$ cat src/rtl/maxmin_reduce_ctrl_if.sv
// Operand/result stream bundle for the max-min reduction sequencer.
// master = job/operand source and result sink, slave = sequencer.
interface maxmin_reduce_ctrl_if #(
  parameter int W     = 16,
  parameter int LEN_W = 12
);
  logic             start;
  logic [LEN_W-1:0] len;
  logic [W-1:0]     c_in;
  logic             busy;
  logic             in_valid;
  logic             in_ready;
  logic [4*W-1:0]   in_a;
  logic [4*W-1:0]   in_b;
  logic             out_valid;
  logic             out_ready;
  logic [W-1:0]     out_data;

  modport master (
    output start, len, c_in, in_valid, in_a, in_b, out_ready,
    input  busy, in_ready, out_valid, out_data
  );

  modport slave (
    input  start, len, c_in, in_valid, in_a, in_b, out_ready,
    output busy, in_ready, out_valid, out_data
  );
endinterface

$ cat src/rtl/maxmin_reduce_ctrl.sv
// Sequencer for one (min,max) dot product over 4-pair beats; optional post-cell
// pipeline register selected by MAXMIN_PIPE_EN (adds DRAIN state, 2-cycle result latency).
module maxmin_reduce_ctrl #(
  parameter int W     = 16,
  parameter int LEN_W = 12
) (
  input  logic                i_clk,
  input  logic                i_rst,
  maxmin_reduce_ctrl_if.slave bus
);

`ifdef MAXMIN_PIPE_EN
  typedef enum logic [1:0] {S_IDLE, S_RUN, S_DRAIN, S_DONE} state_t;
`else
  typedef enum logic [1:0] {S_IDLE, S_RUN, S_DONE} state_t;
`endif

  localparam logic [W-1:0] ONES = '1;

  function automatic logic [W-1:0] fmin(input logic [W-1:0] x, input logic [W-1:0] y);
    return (x < y) ? x : y;
  endfunction

  function automatic logic [W-1:0] fmax(input logic [W-1:0] x, input logic [W-1:0] y);
    return (x > y) ? x : y;
  endfunction

  state_t           r_state;
  logic [W-1:0]     r_acc;
  logic [LEN_W-1:0] r_beats_left;
  logic [1:0]       r_rem;
  logic             r_busy;
  logic             r_in_ready;
  logic             r_out_valid;
  logic [W-1:0]     r_out_data;

  logic             w_last;
  logic             w_accept;
  logic [LEN_W-1:0] w_beats_init;
  logic [W-1:0]     w_ma [4];
  logic [W-1:0]     w_mb [4];
  logic [W-1:0]     w_part;

  assign w_last       = (r_beats_left == LEN_W'(1));
  assign w_accept     = bus.in_valid & r_in_ready;
  assign w_beats_init = (bus.len >> 2) + LEN_W'(|bus.len[1:0]);

  // Lanes past the job end on the final beat become the min identity.
  always_comb begin
    w_part = ONES;
    for (int i = 0; i < 4; i++) begin
      w_ma[i] = bus.in_a[i*W +: W];
      w_mb[i] = bus.in_b[i*W +: W];
      if (w_last && (r_rem != 2'd0) && (i >= int'(r_rem))) begin
        w_ma[i] = ONES;
        w_mb[i] = ONES;
      end
      w_part = fmin(w_part, fmax(w_ma[i], w_mb[i]));
    end
  end

`ifdef MAXMIN_PIPE_EN
  logic [W-1:0] r_p;
  logic         r_p_vld;
  logic [W-1:0] w_fold;
  assign w_fold = fmin(r_acc, r_p);
`else
  logic [W-1:0] w_cell;
  assign w_cell = fmin(r_acc, w_part);
`endif

  always_ff @(posedge i_clk) begin
    if (i_rst) begin
      r_state      <= S_IDLE;
      r_acc        <= '0;
      r_beats_left <= '0;
      r_rem        <= '0;
      r_busy       <= 1'b0;
      r_in_ready   <= 1'b0;
      r_out_valid  <= 1'b0;
      r_out_data   <= '0;
`ifdef MAXMIN_PIPE_EN
      r_p          <= '0;
      r_p_vld      <= 1'b0;
`endif
    end else begin
`ifdef MAXMIN_PIPE_EN
      r_p_vld <= w_accept;
      if (w_accept) r_p   <= w_part;
      if (r_p_vld)  r_acc <= w_fold;
`endif
      case (r_state)
        S_IDLE: begin
          if (bus.start) begin
            r_busy <= 1'b1;
            if (bus.len != '0) begin
              r_state      <= S_RUN;
              r_acc        <= bus.c_in;
              r_beats_left <= w_beats_init;
              r_rem        <= bus.len[1:0];
              r_in_ready   <= 1'b1;
            end else begin
              r_state     <= S_DONE;
              r_out_valid <= 1'b1;
              r_out_data  <= bus.c_in;
            end
          end
        end
        S_RUN: begin
          if (w_accept) begin
            r_beats_left <= r_beats_left - LEN_W'(1);
`ifndef MAXMIN_PIPE_EN
            r_acc <= w_cell;
`endif
            if (w_last) begin
              r_in_ready <= 1'b0;
`ifdef MAXMIN_PIPE_EN
              r_state    <= S_DRAIN;
`else
              r_state     <= S_DONE;
              r_out_valid <= 1'b1;
              r_out_data  <= w_cell;
`endif
            end
          end
        end
`ifdef MAXMIN_PIPE_EN
        // The final partial lands in r_p this cycle; fold it straight into the result.
        S_DRAIN: begin
          r_state     <= S_DONE;
          r_out_valid <= 1'b1;
          r_out_data  <= w_fold;
        end
`endif
        S_DONE: begin
          if (bus.out_ready) begin
            r_state     <= S_IDLE;
            r_out_valid <= 1'b0;
            r_busy      <= 1'b0;
          end
        end
        default: r_state <= S_IDLE;
      endcase
    end
  end

  assign bus.busy      = r_busy;
  assign bus.in_ready  = r_in_ready;
  assign bus.out_valid = r_out_valid;
  assign bus.out_data  = r_out_data;

endmodule
$ cat src/flat_wrapper.sv
// flat-port wrapper written by rule: the top's interface ports become plain ports
module maxmin_reduce_ctrl_flat 
#(
  parameter int W     = 16,
  parameter int LEN_W = 12
)
  (i_clk, i_rst, bus_start, bus_len, bus_c_in, bus_in_valid, bus_in_a, bus_in_b, bus_out_ready, bus_busy, bus_in_ready, bus_out_valid, bus_out_data);
  maxmin_reduce_ctrl_if #(.W(W), .LEN_W(LEN_W)) bus_i ();
  input  logic i_clk;
  input  logic i_rst;
  input wire logic [$bits(bus_i.start)-1:0] bus_start;
  input wire logic [$bits(bus_i.len)-1:0] bus_len;
  input wire logic [$bits(bus_i.c_in)-1:0] bus_c_in;
  input wire logic [$bits(bus_i.in_valid)-1:0] bus_in_valid;
  input wire logic [$bits(bus_i.in_a)-1:0] bus_in_a;
  input wire logic [$bits(bus_i.in_b)-1:0] bus_in_b;
  input wire logic [$bits(bus_i.out_ready)-1:0] bus_out_ready;
  output wire logic [$bits(bus_i.busy)-1:0] bus_busy;
  output wire logic [$bits(bus_i.in_ready)-1:0] bus_in_ready;
  output wire logic [$bits(bus_i.out_valid)-1:0] bus_out_valid;
  output wire logic [$bits(bus_i.out_data)-1:0] bus_out_data;
  assign bus_i.start = bus_start;
  assign bus_i.len = bus_len;
  assign bus_i.c_in = bus_c_in;
  assign bus_i.in_valid = bus_in_valid;
  assign bus_i.in_a = bus_in_a;
  assign bus_i.in_b = bus_in_b;
  assign bus_i.out_ready = bus_out_ready;
  assign bus_busy = bus_i.busy;
  assign bus_in_ready = bus_i.in_ready;
  assign bus_out_valid = bus_i.out_valid;
  assign bus_out_data = bus_i.out_data;
  maxmin_reduce_ctrl #(.W(W), .LEN_W(LEN_W)) u_core (.i_clk(i_clk), .i_rst(i_rst), .bus(bus_i));
endmodule
$ cat config.mk
export PLATFORM = sky130hd
export DESIGN_NAME = maxmin_reduce_ctrl_flat
export DESIGN_NICKNAME = d
export VERILOG_FILES = /design/src/rtl/maxmin_reduce_ctrl_if.sv /design/src/rtl/maxmin_reduce_ctrl.sv /design/src/flat_wrapper.sv
export SDC_FILE = /design/constraint.sdc
export NUM_CORES = 1
export LEC_CHECK = 0
export ABC_AREA = 1
export CORE_ASPECT_RATIO = 1.75
export CORE_MARGIN = 3
export CORE_UTILIZATION = 57
export DETAILED_ROUTE_END_ITERATION = 10
export PLACE_DENSITY = 0.89
export SYNTH_ARGS = -nofsm -noshare
export SYNTH_HDL_FRONTEND = slang
export SYNTH_SLANG_ARGS = --single-unit
$ cat constraint.sdc
create_clock -name i_clk -period 17.91 [get_ports i_clk]
set_input_delay 2.6865 -clock i_clk [delete_from_list [all_inputs] [get_ports i_clk]]
set_output_delay 2.6865 -clock i_clk [all_outputs]
set_load 0.05 [all_outputs]
==> flow_summary.yaml <==
timing:
  fin_skew_ps: 8.348
  rsz0062_at_grt: "false"
  max_freq_mhz: 77.39
  tightest_slew_ps: 985.1
  finalHoldViolations: 0
  timing.final.max_slew_violations: 0
  fin_tns_setup_ps: 0
  slew_headroom_pct: 34.25
  fin_crit_ps: 12920
  finalCritPeriodShare_pct: 72.15
  setup_viol: 0
critical_path:
  rrSetupSlack_ps: 6480
  critPathMostFrequentCell: "a21oi_1"
  crit_type: "in2reg"
  cp-startpoint: "bus_in_a[25]"
  r2r-start: "u_core.r_beats_left[1]"
  cp-endpoint: "u_core.r_acc[15]"
  cp-start-kind: "input port"
  arrival_ps: 13170
  cp_slowest_stage_delay_ps: 620
  reg2regPathDepth: 49
  crit_slowest_cell: "a2111oi_0"
  end_kind: "register"
  timing.rr.end: "u_core.r_acc[15]"
  cp.required_ps: 18150
  crit_fanout: 31
power_and_ir_drop:
  power_density_nw_per_um2: 91.13
  power_uw: 892.1
  ir_drop_mv: 0.05321
  leakagePower_uw: 0.005272
detailed_routing:
  drt-wirelength-per-cell_um: 13.96
  ant_nets: 0
  num_vias: 8948
  drt_wl_total_um: 22930
  dr.pass1.iters: 5
  drt_iter0_markers: 404
  drc: 0
  vias_per_cell: 5.446
clocking:
  clockBufferDepth: 2
  cts_hold_buf: 0
  cts_tree: "yes"
  cts_sinks: 51
  clkLatencyLatePin_ps: 300
  tritoncts.num_buffers: 5
  cts_resized: 0
  h-tree-depth: 2
  clkTransAtPathRegs_ps: 70
  postCtsSetupBuffers: 0
  cts.root.buffer_cell: "clkbuf_16"
global_routing:
  grt_max_degree: 45
  grt_pass1_vias: 8407
  grt_overflow_total: 0
  grtUsageTotal_pct: 29.63
  antenna_found_initial: 0
  grt_pass1_wl_um: 37040
floorplan:
  core_area_sq_um: 13450
  die_height_um: 161.6
  rows: 56
  ios: 180
  die-area_sq_um: 15330
  fp.dieW_um: 94.90
  start_util_pct: 58.59
logic_synthesis:
  ys_async_sr_fraction_pct: 0
  syn_inst: 1329
  synth_nets: 1613
  netlist_area_sq_um: 7883
  synth_top_cell_area_share_pct: 19.52
  synth.area.top_cells: "ha_1 (20%), nand2_1 (16%), dfxtp_1 (13%)"
  synth-edff-count: 0
  yosys_warnings: 0
  ys_ff_latch: 51
  synth_area_per_cell_sq_um: 5.931
  synth_cell_type_count: 43
  ys_seq_area_share_pct: 12.95
  synthFlopType: "dfxtp_1"
  synth_top_area_cell: "ha_1"
cells_and_area:
  n_antenna_cell: 0
  final_nets: 1752
  layout-drive-gt1-share_pct: 6.943
  layout_common_cells: "nand2_1 (331), inv_1 (222), clkdlybuf4s50_1 (178)"
  final_common_cell: "nand2_1"
  synthToLayoutAreaGrowth_pct: 24.19
  fillers: 1183
placed_design:
  portBuffers: 179
  place.detailed.hpwl_um: 19030
  place_congestion: 0.9831
run:
  drv_cap: 0
min_path:
  hp-class: "reg2reg"
run_status:
  status: "complete, no violations"
## layout make-up
type	instances	area, sq um	area share [%]
Inverter	229	859.6	8.781
Sequential cell	51	1021	10.43
Multi-Input combinational cell	999	5727	58.50
Clock inverter	2	16.27	0.1662
Tap cell	174	217.7	2.224
Clock buffer	6	138.9	1.419
Timing Repair Buffer	182	1809	18.48
## worst max-delay path: cells and delay by family
family / cells / cell delay (ps)
buffers and inverters: 4 / 1270
AO/OA/AOI/OAI: 17 / 4480
AND/OR/NAND/NOR: 18 / 3000
adder cells (fa/ha/maj): 5 / 1710
## synthesized netlist by cell type (3+ instances only)
| cell type | count |
|---|---|
| nor2_1 | 89 |
| nand3_1 | 85 |
| o221a_2 | 3 |
| nand3_2 | 10 |
| nor3_1 | 17 |
| nand2_4 | 4 |
| dlygate4sd1_1 | 3 |
| a211oi_1 | 13 |
| nand2_2 | 18 |
| o211ai_1 | 6 |
| ha_1 | 123 |
| or2_2 | 46 |
| a21oi_1 | 95 |
| xor2_1 | 5 |
| inv_2 | 3 |
| clkinv_1 | 4 |
| clkbuf_1 | 25 |
| o21ai_0 | 114 |
| a31oi_1 | 3 |
| dfxtp_1 | 51 |
| buf_1 | 4 |
| nand2_1 | 331 |
| nand4_1 | 14 |
| nor2_2 | 4 |
| inv_1 | 222 |
| buf_4 | 11 |
## metal layers
metal,track usage (%),vias to the layer above,wire length [um]
li1,-,4574,-
met1,29.05,3979,7998
met2,57.66,311,12620
met3,2.190,84,891
met4,17.94,0,1418
met5,0,-,0
## cells by family (layout without fill, tap and decap cells)
group / after synthesis / in the layout / share of synthesized area [%]
and+or+nand+nor: 625 / 625 / 35.49
buffers and inverters: 279 / 419 / 14.43
AOI/OAI and AO/OA: 245 / 245 / 16.94
adders and majority gates: 123 / 123 / 19.52
DFF: 51 / 51 / 12.95
xor gates and xnor gates: 6 / 6 / 0.6667
## how the worst min path moves through the flow
| stage | start | endpoint | cells past startpoint |
|---|---|---|---|
| CTS | u_core.r_beats_left[11] | u_core.r_beats_left[11] | 1 |
| global route | u_core.bus.busy | u_core.bus.busy | 2 |
| floorplan | u_core.r_beats_left[11] | u_core.r_beats_left[11] | 1 |
| detailed placement | u_core.r_beats_left[11] | u_core.r_beats_left[11] | 1 |
| global placement | u_core.r_beats_left[11] | u_core.r_beats_left[11] | 1 |
| finish | u_core.bus.busy | u_core.bus.busy | 2 |
## power by group
part | leakage, uW | internal, uW | total, uW | switching [uW]
Clock | 0.0000731 | 56.0 | 102 | 45.9
Sequential | 0.000420 | 130 | 141 | 11.3
Combinational | 0.00478 | 236 | 649 | 412
Total | 0.00527 | 422 | 892 | 470
## metrics by stage
stage / cells / utilization (%) / setup slack [ps] / cell area, sq um / hold WS [ps]
floorplan: 1329 / - / 7424 / 7883 / 428.8
global placement: 1635 / 71.61 / 5172 / 9634 / 443.7
detailed placement: 1635 / 71.61 / 4940 / 9634 / 453.2
CTS: 1643 / 72.77 / 5243 / 9789 / 463.7
global route: 1643 / 72.77 / 4066 / 9789 / 486.9
finish: 1643 / 72.77 / 4988 / 9789 / 463.5
## sequential cells by signal (all words and copies together), names as in the netlist
register              count
u_core.bus.out_data      16
u_core.r_acc             16
u_core.r_beats_left      12
u_core.r_rem              2
u_core.r_state            2
u_core.bus.busy           1
u_core.bus.in_ready       1
u_core.bus.out_valid      1
No activity file was read; power rests on OpenSTA's default activity.
